`src/rtl/hilo_spec_buffer.sv`:
```
// ---------------------------------------------------------------------------
// hilo_spec_buffer
//
// HI/LO register pair with an in-order speculative write buffer. Execute-stage
// HI/LO writes from up to LANES lanes per cycle are queued in a circular
// buffer. Commit retires the oldest entries into the architectural HI/LO.
// Flush discards everything still pending. Readers see the architectural
// value with all pending writes overlaid, oldest to youngest.
//
// Optional build macro: HILO_BYPASS_EN
//   When defined, hi_rdata/lo_rdata also overlay the writes accepted this
//   cycle, so a write is visible with 0-cycle latency. When it is undefined,
//   there is no combinational path from wr_* to the read data.
//
// Ports
//   clk         in   clock; all state is updated on posedge
//   resetn      in   asynchronous reset, active low
//   wr_valid    in   [LANES]        lane i enqueues one entry
//   wr_hi_en    in   [LANES]        entry of lane i writes HI
//   wr_lo_en    in   [LANES]        entry of lane i writes LO
//   wr_hi_data  in   [LANES*WIDTH]  HI data, lane i at [i*WIDTH +: WIDTH]
//   wr_lo_data  in   [LANES*WIDTH]  LO data, same packing
//   wr_ready    out  room for a full group of LANES entries (registered count)
//   commit_cnt  in   number of oldest entries to retire this cycle
//   flush       in   drop all pending entries and this cycle's incoming writes
//   hi_rdata    out  speculative HI
//   lo_rdata    out  speculative LO
//   hi_arch     out  committed HI
//   lo_arch     out  committed LO
//   pend_cnt    out  number of pending entries
//   err         out  sticky protocol error (over-commit or enqueue when full)
// ---------------------------------------------------------------------------
module hilo_spec_buffer #(
  parameter int WIDTH = 32,
  parameter int LANES = 2,
  parameter int DEPTH = 4
) (
  input  logic                         clk,
  input  logic                         resetn,
  input  logic [LANES-1:0]             wr_valid,
  input  logic [LANES-1:0]             wr_hi_en,
  input  logic [LANES-1:0]             wr_lo_en,
  input  logic [LANES*WIDTH-1:0]       wr_hi_data,
  input  logic [LANES*WIDTH-1:0]       wr_lo_data,
  output logic                         wr_ready,
  input  logic [$clog2(LANES+1)-1:0]   commit_cnt,
  input  logic                         flush,
  output logic [WIDTH-1:0]             hi_rdata,
  output logic [WIDTH-1:0]             lo_rdata,
  output logic [WIDTH-1:0]             hi_arch,
  output logic [WIDTH-1:0]             lo_arch,
  output logic [$clog2(DEPTH+1)-1:0]   pend_cnt,
  output logic                         err
);

  localparam int PW = $clog2(DEPTH);
  localparam int CW = $clog2(DEPTH+1);

  // Entry storage. Only slots inside [rd_ptr, rd_ptr+cnt) are meaningful, so
  // the storage itself needs no reset.
  logic [WIDTH-1:0] r_hi_mem [DEPTH];
  logic [WIDTH-1:0] r_lo_mem [DEPTH];
  logic [DEPTH-1:0] r_hi_en_mem;
  logic [DEPTH-1:0] r_lo_en_mem;

  logic [PW-1:0]    r_rd_ptr;
  logic [PW-1:0]    r_wr_ptr;
  logic [CW-1:0]    r_cnt;
  logic [WIDTH-1:0] r_hi_arch;
  logic [WIDTH-1:0] r_lo_arch;
  logic             r_err;

  logic [WIDTH-1:0] w_lane_hi   [LANES];
  logic [WIDTH-1:0] w_lane_lo   [LANES];
  logic [PW-1:0]    w_lane_slot [LANES];
  logic [CW-1:0]    w_in_cnt;

  logic             w_ready;
  logic             w_any_valid;
  logic             w_accept;
  logic             w_commit_over;
  logic [CW-1:0]    w_commit_req;
  logic [CW-1:0]    w_commit_n;
  logic [WIDTH-1:0] w_hi_arch_next;
  logic [WIDTH-1:0] w_lo_arch_next;
  logic [PW-1:0]    w_rd_ptr_next;
  logic [PW-1:0]    w_wr_ptr_next;
  logic [CW-1:0]    w_cnt_next;
  logic             w_err_set;
  logic [WIDTH-1:0] w_hi_spec;
  logic [WIDTH-1:0] w_lo_spec;

  genvar gi;
  generate
    for (gi = 0; gi < LANES; gi++) begin : g_lane
      assign w_lane_hi[gi] = wr_hi_data[gi*WIDTH +: WIDTH];
      assign w_lane_lo[gi] = wr_lo_data[gi*WIDTH +: WIDTH];
    end
  endgenerate

  // Valid lanes are packed into consecutive slots in ascending lane order:
  // each lane's slot is wr_ptr plus the number of valid lanes below it.
  always_comb begin
    logic [CW-1:0] v_run;
    v_run = '0;
    for (int i = 0; i < LANES; i++) begin
      w_lane_slot[i] = r_wr_ptr + v_run[PW-1:0];
      v_run          = v_run + CW'(wr_valid[i]);
    end
    w_in_cnt = v_run;
  end

  // Readiness looks only at the registered count, never at this cycle's commit.
  assign w_ready     = (CW'(DEPTH) - r_cnt) >= CW'(LANES);
  assign w_any_valid = |wr_valid;
  assign w_accept    = w_any_valid & w_ready & ~flush;

  // Over-commit is clamped to what is pending and flagged.
  always_comb begin
    w_commit_req  = CW'(commit_cnt);
    w_commit_over = (w_commit_req > r_cnt);
    w_commit_n    = w_commit_over ? r_cnt : w_commit_req;
  end

  // Retire oldest entries in order; later (younger) enables overwrite earlier.
  always_comb begin
    logic [PW-1:0] v_idx;
    w_hi_arch_next = r_hi_arch;
    w_lo_arch_next = r_lo_arch;
    for (int k = 0; k < LANES; k++) begin
      v_idx = r_rd_ptr + PW'(k);
      if (CW'(k) < w_commit_n) begin
        if (r_hi_en_mem[v_idx]) w_hi_arch_next = r_hi_mem[v_idx];
        if (r_lo_en_mem[v_idx]) w_lo_arch_next = r_lo_mem[v_idx];
      end
    end
  end

  // Order within a cycle: commit, then flush, then enqueue. A flush
  // realigns the write pointer to the post-commit read pointer. An enqueue
  // attempt swallowed by a flush is not counted as a protocol error.
  always_comb begin
    w_rd_ptr_next = r_rd_ptr + w_commit_n[PW-1:0];
    w_err_set     = w_commit_over | (w_any_valid & ~w_ready & ~flush);
    if (flush) begin
      w_wr_ptr_next = w_rd_ptr_next;
      w_cnt_next    = '0;
    end else if (w_accept) begin
      w_wr_ptr_next = r_wr_ptr + w_in_cnt[PW-1:0];
      w_cnt_next    = r_cnt - w_commit_n + w_in_cnt;
    end else begin
      w_wr_ptr_next = r_wr_ptr;
      w_cnt_next    = r_cnt - w_commit_n;
    end
  end

  // Speculative view: architectural value overlaid by pending entries,
  // oldest first, HI and LO resolved independently.
  always_comb begin
    logic [PW-1:0] v_idx;
    w_hi_spec = r_hi_arch;
    w_lo_spec = r_lo_arch;
    for (int k = 0; k < DEPTH; k++) begin
      v_idx = r_rd_ptr + PW'(k);
      if (CW'(k) < r_cnt) begin
        if (r_hi_en_mem[v_idx]) w_hi_spec = r_hi_mem[v_idx];
        if (r_lo_en_mem[v_idx]) w_lo_spec = r_lo_mem[v_idx];
      end
    end
`ifdef HILO_BYPASS_EN
    // Same-cycle accepted writes sit on top, youngest lane applied last.
    if (w_accept) begin
      for (int i = 0; i < LANES; i++) begin
        if (wr_valid[i] && wr_hi_en[i]) w_hi_spec = w_lane_hi[i];
        if (wr_valid[i] && wr_lo_en[i]) w_lo_spec = w_lane_lo[i];
      end
    end
`endif
  end

  always_ff @(posedge clk or negedge resetn) begin
    if (!resetn) begin
      r_rd_ptr  <= '0;
      r_wr_ptr  <= '0;
      r_cnt     <= '0;
      r_hi_arch <= '0;
      r_lo_arch <= '0;
      r_err     <= 1'b0;
    end else begin
      r_rd_ptr  <= w_rd_ptr_next;
      r_wr_ptr  <= w_wr_ptr_next;
      r_cnt     <= w_cnt_next;
      r_hi_arch <= w_hi_arch_next;
      r_lo_arch <= w_lo_arch_next;
      r_err     <= r_err | w_err_set;
    end
  end

  always_ff @(posedge clk) begin
    if (w_accept) begin
      for (int i = 0; i < LANES; i++) begin
        if (wr_valid[i]) begin
          r_hi_mem[w_lane_slot[i]]    <= w_lane_hi[i];
          r_lo_mem[w_lane_slot[i]]    <= w_lane_lo[i];
          r_hi_en_mem[w_lane_slot[i]] <= wr_hi_en[i];
          r_lo_en_mem[w_lane_slot[i]] <= wr_lo_en[i];
        end
      end
    end
  end

  assign wr_ready = w_ready;
  assign hi_rdata = w_hi_spec;
  assign lo_rdata = w_lo_spec;
  assign hi_arch  = r_hi_arch;
  assign lo_arch  = r_lo_arch;
  assign pend_cnt = r_cnt;
  assign err      = r_err;

endmodule

```
`config.mk`:
```
export PLATFORM = sky130hd
export DESIGN_NAME = hilo_spec_buffer
export DESIGN_NICKNAME = d
export VERILOG_FILES = /design/src/rtl/hilo_spec_buffer.sv
export SDC_FILE = /design/constraint.sdc
export NUM_CORES = 1
export LEC_CHECK = 0
export ABC_AREA = 1
export CORE_ASPECT_RATIO = 1.2
export CORE_MARGIN = 2
export CORE_UTILIZATION = 53
export CTS_CLUSTER_SIZE = 25
export DETAILED_ROUTE_END_ITERATION = 8
export PLACE_DENSITY_LB_ADDON = 0.2
export SYNTH_ARGS = -nofsm -noshare
export SYNTH_HDL_FRONTEND = slang
export SYNTH_SLANG_ARGS = --single-unit
```
`constraint.sdc`:
```
create_clock -name clk -period 4.74 [get_ports clk]
set_input_delay 0.948 -clock clk [delete_from_list [all_inputs] [get_ports clk]]
set_output_delay 0.948 -clock clk [all_outputs]
set_load 0.1 [all_outputs]
```
* After elaboration in Yosys (flattened, before gate mapping)
Memories as Yosys holds them, arrays and structs flattened.
Index checks and enable logic that the tools add are counted.
Widths: inputs -> output; s select.
** Word-level totals
- Register bits after elaboration :: 80
- Latch bits :: 0
- RAM bits :: 256
- ROM bits :: 0
- Input port bits :: 139
- Output and inout port bits :: 133
- Logic and storage cells :: 111
- Memories kept :: 2
** Memories
- r_hi_mem :: depth 4, width 32, rd ports 4, clocked after Yosys merged registers in 0, wr ports 2, line 61 : logic [WIDTH-1:0] r_hi_mem [DEPTH];
- r_lo_mem :: depth 4, width 32, rd ports 4, clocked after Yosys merged registers in 0, wr ports 2, line 62 : logic [WIDTH-1:0] r_lo_mem [DEPTH];
** Cells by class
- Add/subtract/negate cells :: 10
- Multiply operators :: 0
- Divide/modulo/power cells :: 0
- Magnitude comparators :: 16
- Equal/unequal tests :: 0
- Shift operators :: 0
- Mux-type cells :: 63
- Bitwise gates (word level) :: 8
- Reductions and logical operators :: 4
** Operators with widths (count)
- $mux 32 :: 22
- $mux 4 :: 6
- $lt 2x3->1 const B :: 6
- $bmux 1 s2 :: 8
- $bwmux 4 :: 4
- $mux 1 :: 16
- $lt 1x3->1 const A :: 4
- $mux 3 :: 3
- $lt 2x3->1 const A :: 2
- $add 2x2->2 :: 2
- $add 2x2->2 const B :: 2
- $and 1x1->1 :: 4
- $demux 1 s2 :: 2
- $ge 2x1->1 const B :: 2
- $mux 2 :: 2
- $add 3x2->3 :: 1
- $ge 3x2->1 const B :: 1
- $gt 2x3->1 :: 1
- $sub 3x3->3 :: 1
- $sub 3x3->3 const A :: 1
- $add 1x1->2 :: 1
- $add 2x1->2 :: 1
- $add 2x1->2 const B :: 1
- $logic_and 1x1->1 :: 2
- 4 further kinds :: 6

* Depth between registers and ports, before layout
- Depth after elaboration :: 10
- Depth in mapped cells :: 17
- Gate-level depth less buffers :: 16

* Least setup slack after synthesis
No wires, ideal clock.
- Path kind :: flip-flop to flip-flop
- Start point :: reg r_cnt[1] (netlist: pend_cnt[1])
- End point :: mem r_hi_mem[1][0] (enable)
- Setup time :: 507 ps
- Data arrival time :: 5837 ps
- Required time :: 4233 ps
- Setup slack :: -1604 ps
- Stages on the path, launching flop included :: 7
- Buffers on the path :: 0
- Period minus slack after synthesis :: 6344 ps
- Path through :: dfrtp_1 > inv_1 > ha_1 > a21oi_1 > nand2_1 > nand2_1 > a21oi_1
** RTL lines
- start, declared :: line 68 : logic [CW-1:0] r_cnt;
- start signal, assigned :: line 192 : r_cnt <= w_cnt_next;
- end, declared :: line 61

* Worst setup path in the final report
- Start point :: reg r_rd_ptr[0]
- End point :: out lo_rdata[9]
** Between the ends
- Longest elaborated chain between the ends :: 10
- Elaborated cells on any way between the ends :: 20
- Those cells by class :: 3 x add/sub; 16 x mux; 1 x memory
** Ends and longest elaborated chain
- start, declared :: line 66 : logic [PW-1:0] r_rd_ptr;
- start signal, assigned :: line 190 : r_rd_ptr <= w_rd_ptr_next;
- parallel branches: the longest is 9 deep, another holds $add 2x1->2
- $mux 32 * :: line 165 : if (CW'(k) < r_cnt) begin
- end, declared :: line 49 : output logic [WIDTH-1:0] lo_rdata,
Every way passes the cells marked *. The select of a mux whose other input is x is not followed.

==> impl_metrics.tcl <==
set metrics [dict create \
    area_delta_synth_final_pct 18.50 \
    grt_max_degree 184 \
    io_buffers 271 \
    antenna_found_initial 3 \
    yosysTopAreaCell "nand2_1" \
    antenna_left 0 \
    cap_viol_max_count 0 \
    end_kind "primary output" \
    synth_top_flop_cell "edfxtp_1" \
    htree_num_levels 2 \
    row_count 89 \
    finalSetupViolations 0 \
    min_path_type "input pin to async pin" \
    r2r_slack_ps 1270 \
    place_ws_ps 664.8 \
    multi_input_area_um2 14450 \
    ys_seq_area_share_pct 36.78 \
    crit_top_cell "nand2_1" \
    postSynthAreaPerCell_um2 6.173 \
    synth_nets 4438 \
    rsz0062_at_grt "false" \
    relSlewSlack_pct 25.73 \
    dpl.hpwl_um 50490 \
    yosysMostFrequentCell "nand2_1" \
    fin_crit_sh_pct 95.81 \
    synth.top_cells.by_area "nand2_1, edfxtp_1, nand3_1" \
    tightest_slew_ps 1111 \
    critical_path.startpoint "r_rd_ptr[0]$_DFF_PN0_" \
    syn_area_um2 26460 \
    final.min_clock_period_ps 4541 \
    drtIter0Drc 2298 \
    clkSinkCount 336 \
    clock_latency_ps 570 \
    die-area_um2 51730 \
    dr.pass1.iters 9 \
    drcViolationCount 0 \
    cp_max_fo 50 \
    core_um2 49220 \
    yosysUniqueCellTypes 33 \
    synth.top_cell.area_share_pct 31.13 \
    cp_data_required_time_ps 3790 \
    ys_ff_latch 336 \
    track_usage_pct 30.58 \
    cts_tree "built" \
    status "completed" \
    seq_area_um2 9737 \
    cts.path.max_buffers 3 \
    tns_ps 0 \
    critPathSlowestCell "dfrtp_4" \
    hold_buffers 0 \
    ys_top_cells_by_count "nand2_1, nand3_1, o21ai_0" \
    synthArstFlopShare_pct 21.43 \
    cpLargestDelayFamily "buffers and inverters" \
    fin_nets 4519 \
    r2r_start "pend_cnt[1]$_DFF_PN0_" \
    grt_pass1_wl_um 128700 \
    slew_viol_final 0 \
    wl_um 80690 \
    cp-start-kind "flip-flop" \
    io_pins 272 \
    drive_above_1_share_pct 4.753 \
    critPathMaxStageDelay_ps 780 \
    fin_worst_skew_ps 12.51 \
    n_fill_cell 4549 \
    path_class "flip-flop to primary output" \
    path_clk_slew_ps 60 \
    finalHoldViolations 0 \
    synth_edf_count 264 \
    cp_num_buf_inv 4 \
    fin_cells 5034 \
    grt-ovfl-total 0 \
    wl_per_cell_um 16.03 \
    netlist_instances 4286 \
    n_antenna_cell 0 \
    dr_total_vias 27121 \
    fmax_mhz 220.2 \
    path_cells "buf_4 > nand2_1 > nand3_1 > o211ai_4 > buf_12 > nand2_1 > clkinv_1 > nand2_1 > nand2_1 > nand2_1 > buf_12" \
    timing.final.ws_setup_ps 198.5 \
    initial_core_util_pct 53.75 \
    globalplace.congestion 0.8389 \
    arrival_ps 3590 \
    grt_pass1_vias 24487 \
    cts_buffers 39 \
    die_h_um 248.7 \
    yosysWarnings 0 \
    cts-root-buf "clkbuf_16" \
    die_w_um 208.0 \
    vias_per_cell 5.388 \
    place_inst 4962 \
]
==> registers in the layout, indices dropped and copies added (netlist names) <==
register     flops
r_hi_mem       128
r_lo_mem       128
hi_arch         32
lo_arch         32
r_hi_en_mem      4
r_lo_en_mem      4
pend_cnt         3
r_rd_ptr         2
r_wr_ptr         2
err              1
==> cell type report <==
cell class	count	area share (%)
clock buffers	51	3.393
well taps	637	2.542
multi-input cells	3377	46.10
inverters	288	3.480
repair buffers	325	12.60
clock inverters	20	0.8182
flip-flops and latches	336	31.06
==> placed cells by master (no fill, tap or decap), types with 3 or more instances in the layout <==
cell type,n
a21oi_1,76
a21oi_4,4
and2_0,13
and2_1,48
buf_12,79
buf_4,38
bufinv_16,6
clkbuf_1,10
clkbuf_16,41
clkdlybuf4s50_1,206
clkinv_1,24
clkinv_2,8
dfrtp_1,70
edfxtp_1,264
ha_1,11
inv_1,261
inv_2,3
nand2_1,2186
nand2_4,9
nand3_1,400
nand3b_1,61
nor2_1,211
o21ai_0,334
o21ai_4,3
xnor2_1,3
==> worst paths after layout <==
path                                       endpoint  cells after the start
hold reg to reg                       err$_DFF_PN0_                      2
min in group clk                      err$_DFF_PN0_                      2
setup reg to reg           r_hi_mem[0][0]$_DFFE_PP_                      9
max in group asynchronous     hi_arch[13]$_DFF_PN0_                      2
hold / removal                pend_cnt[2]$_DFF_PN0_                      1
setup / recovery                        lo_rdata[9]                     11
==> metrics by stage <==
stage	instance area (um2)	util (%)	hold slack, ps
6_report	31350	63.69	410.8
5_1_grt	31350	63.69	424.5
3_3_place_gp	30010	60.96	499.8
2_1_floorplan	26480	-	548.7
3_5_place_dp	30010	60.96	498.6
4_1_cts	31330	63.65	411.4
==> cell families (layout without fill, tap and decap cells) <==
| group | after synthesis | in the layout | synth area share, % |
|---|---|---|---|
| simple gates | 2934 | 2934 | 45.02 |
| fa+ha+maj | 13 | 13 | 0.6716 |
| compound gates | 425 | 426 | 8.116 |
| flops | 336 | 336 | 36.78 |
| xor+xnor | 4 | 4 | 0.1324 |
| buf+inv | 574 | 684 | 9.279 |
==> routing by layer <==
| layer | part of all wire, % | up-vias | track usage [%] |
|---|---|---|---|
| met5 | 0.041 | - | 0 |
| met4 | 4.0 | 6 | 13.29 |
| met3 | 8.5 | 217 | 5.068 |
| met2 | 47 | 1128 | 50.80 |
| met1 | 41 | 12078 | 39.36 |
| li1 | - | 13692 | - |
==> what timing repair did <==
| item | CTS | global route |
|---|---|---|
| endpoints found under the setup margin | 0 | 17 |
| resized for setup | 0 | 5 |
| buffers inserted | 0 | 0 |
| endpoints found under the hold margin | 0 | 0 |
Power is not shown: default switching activity piles up to over one toggle a cycle in this logic, so the estimate is an artifact.
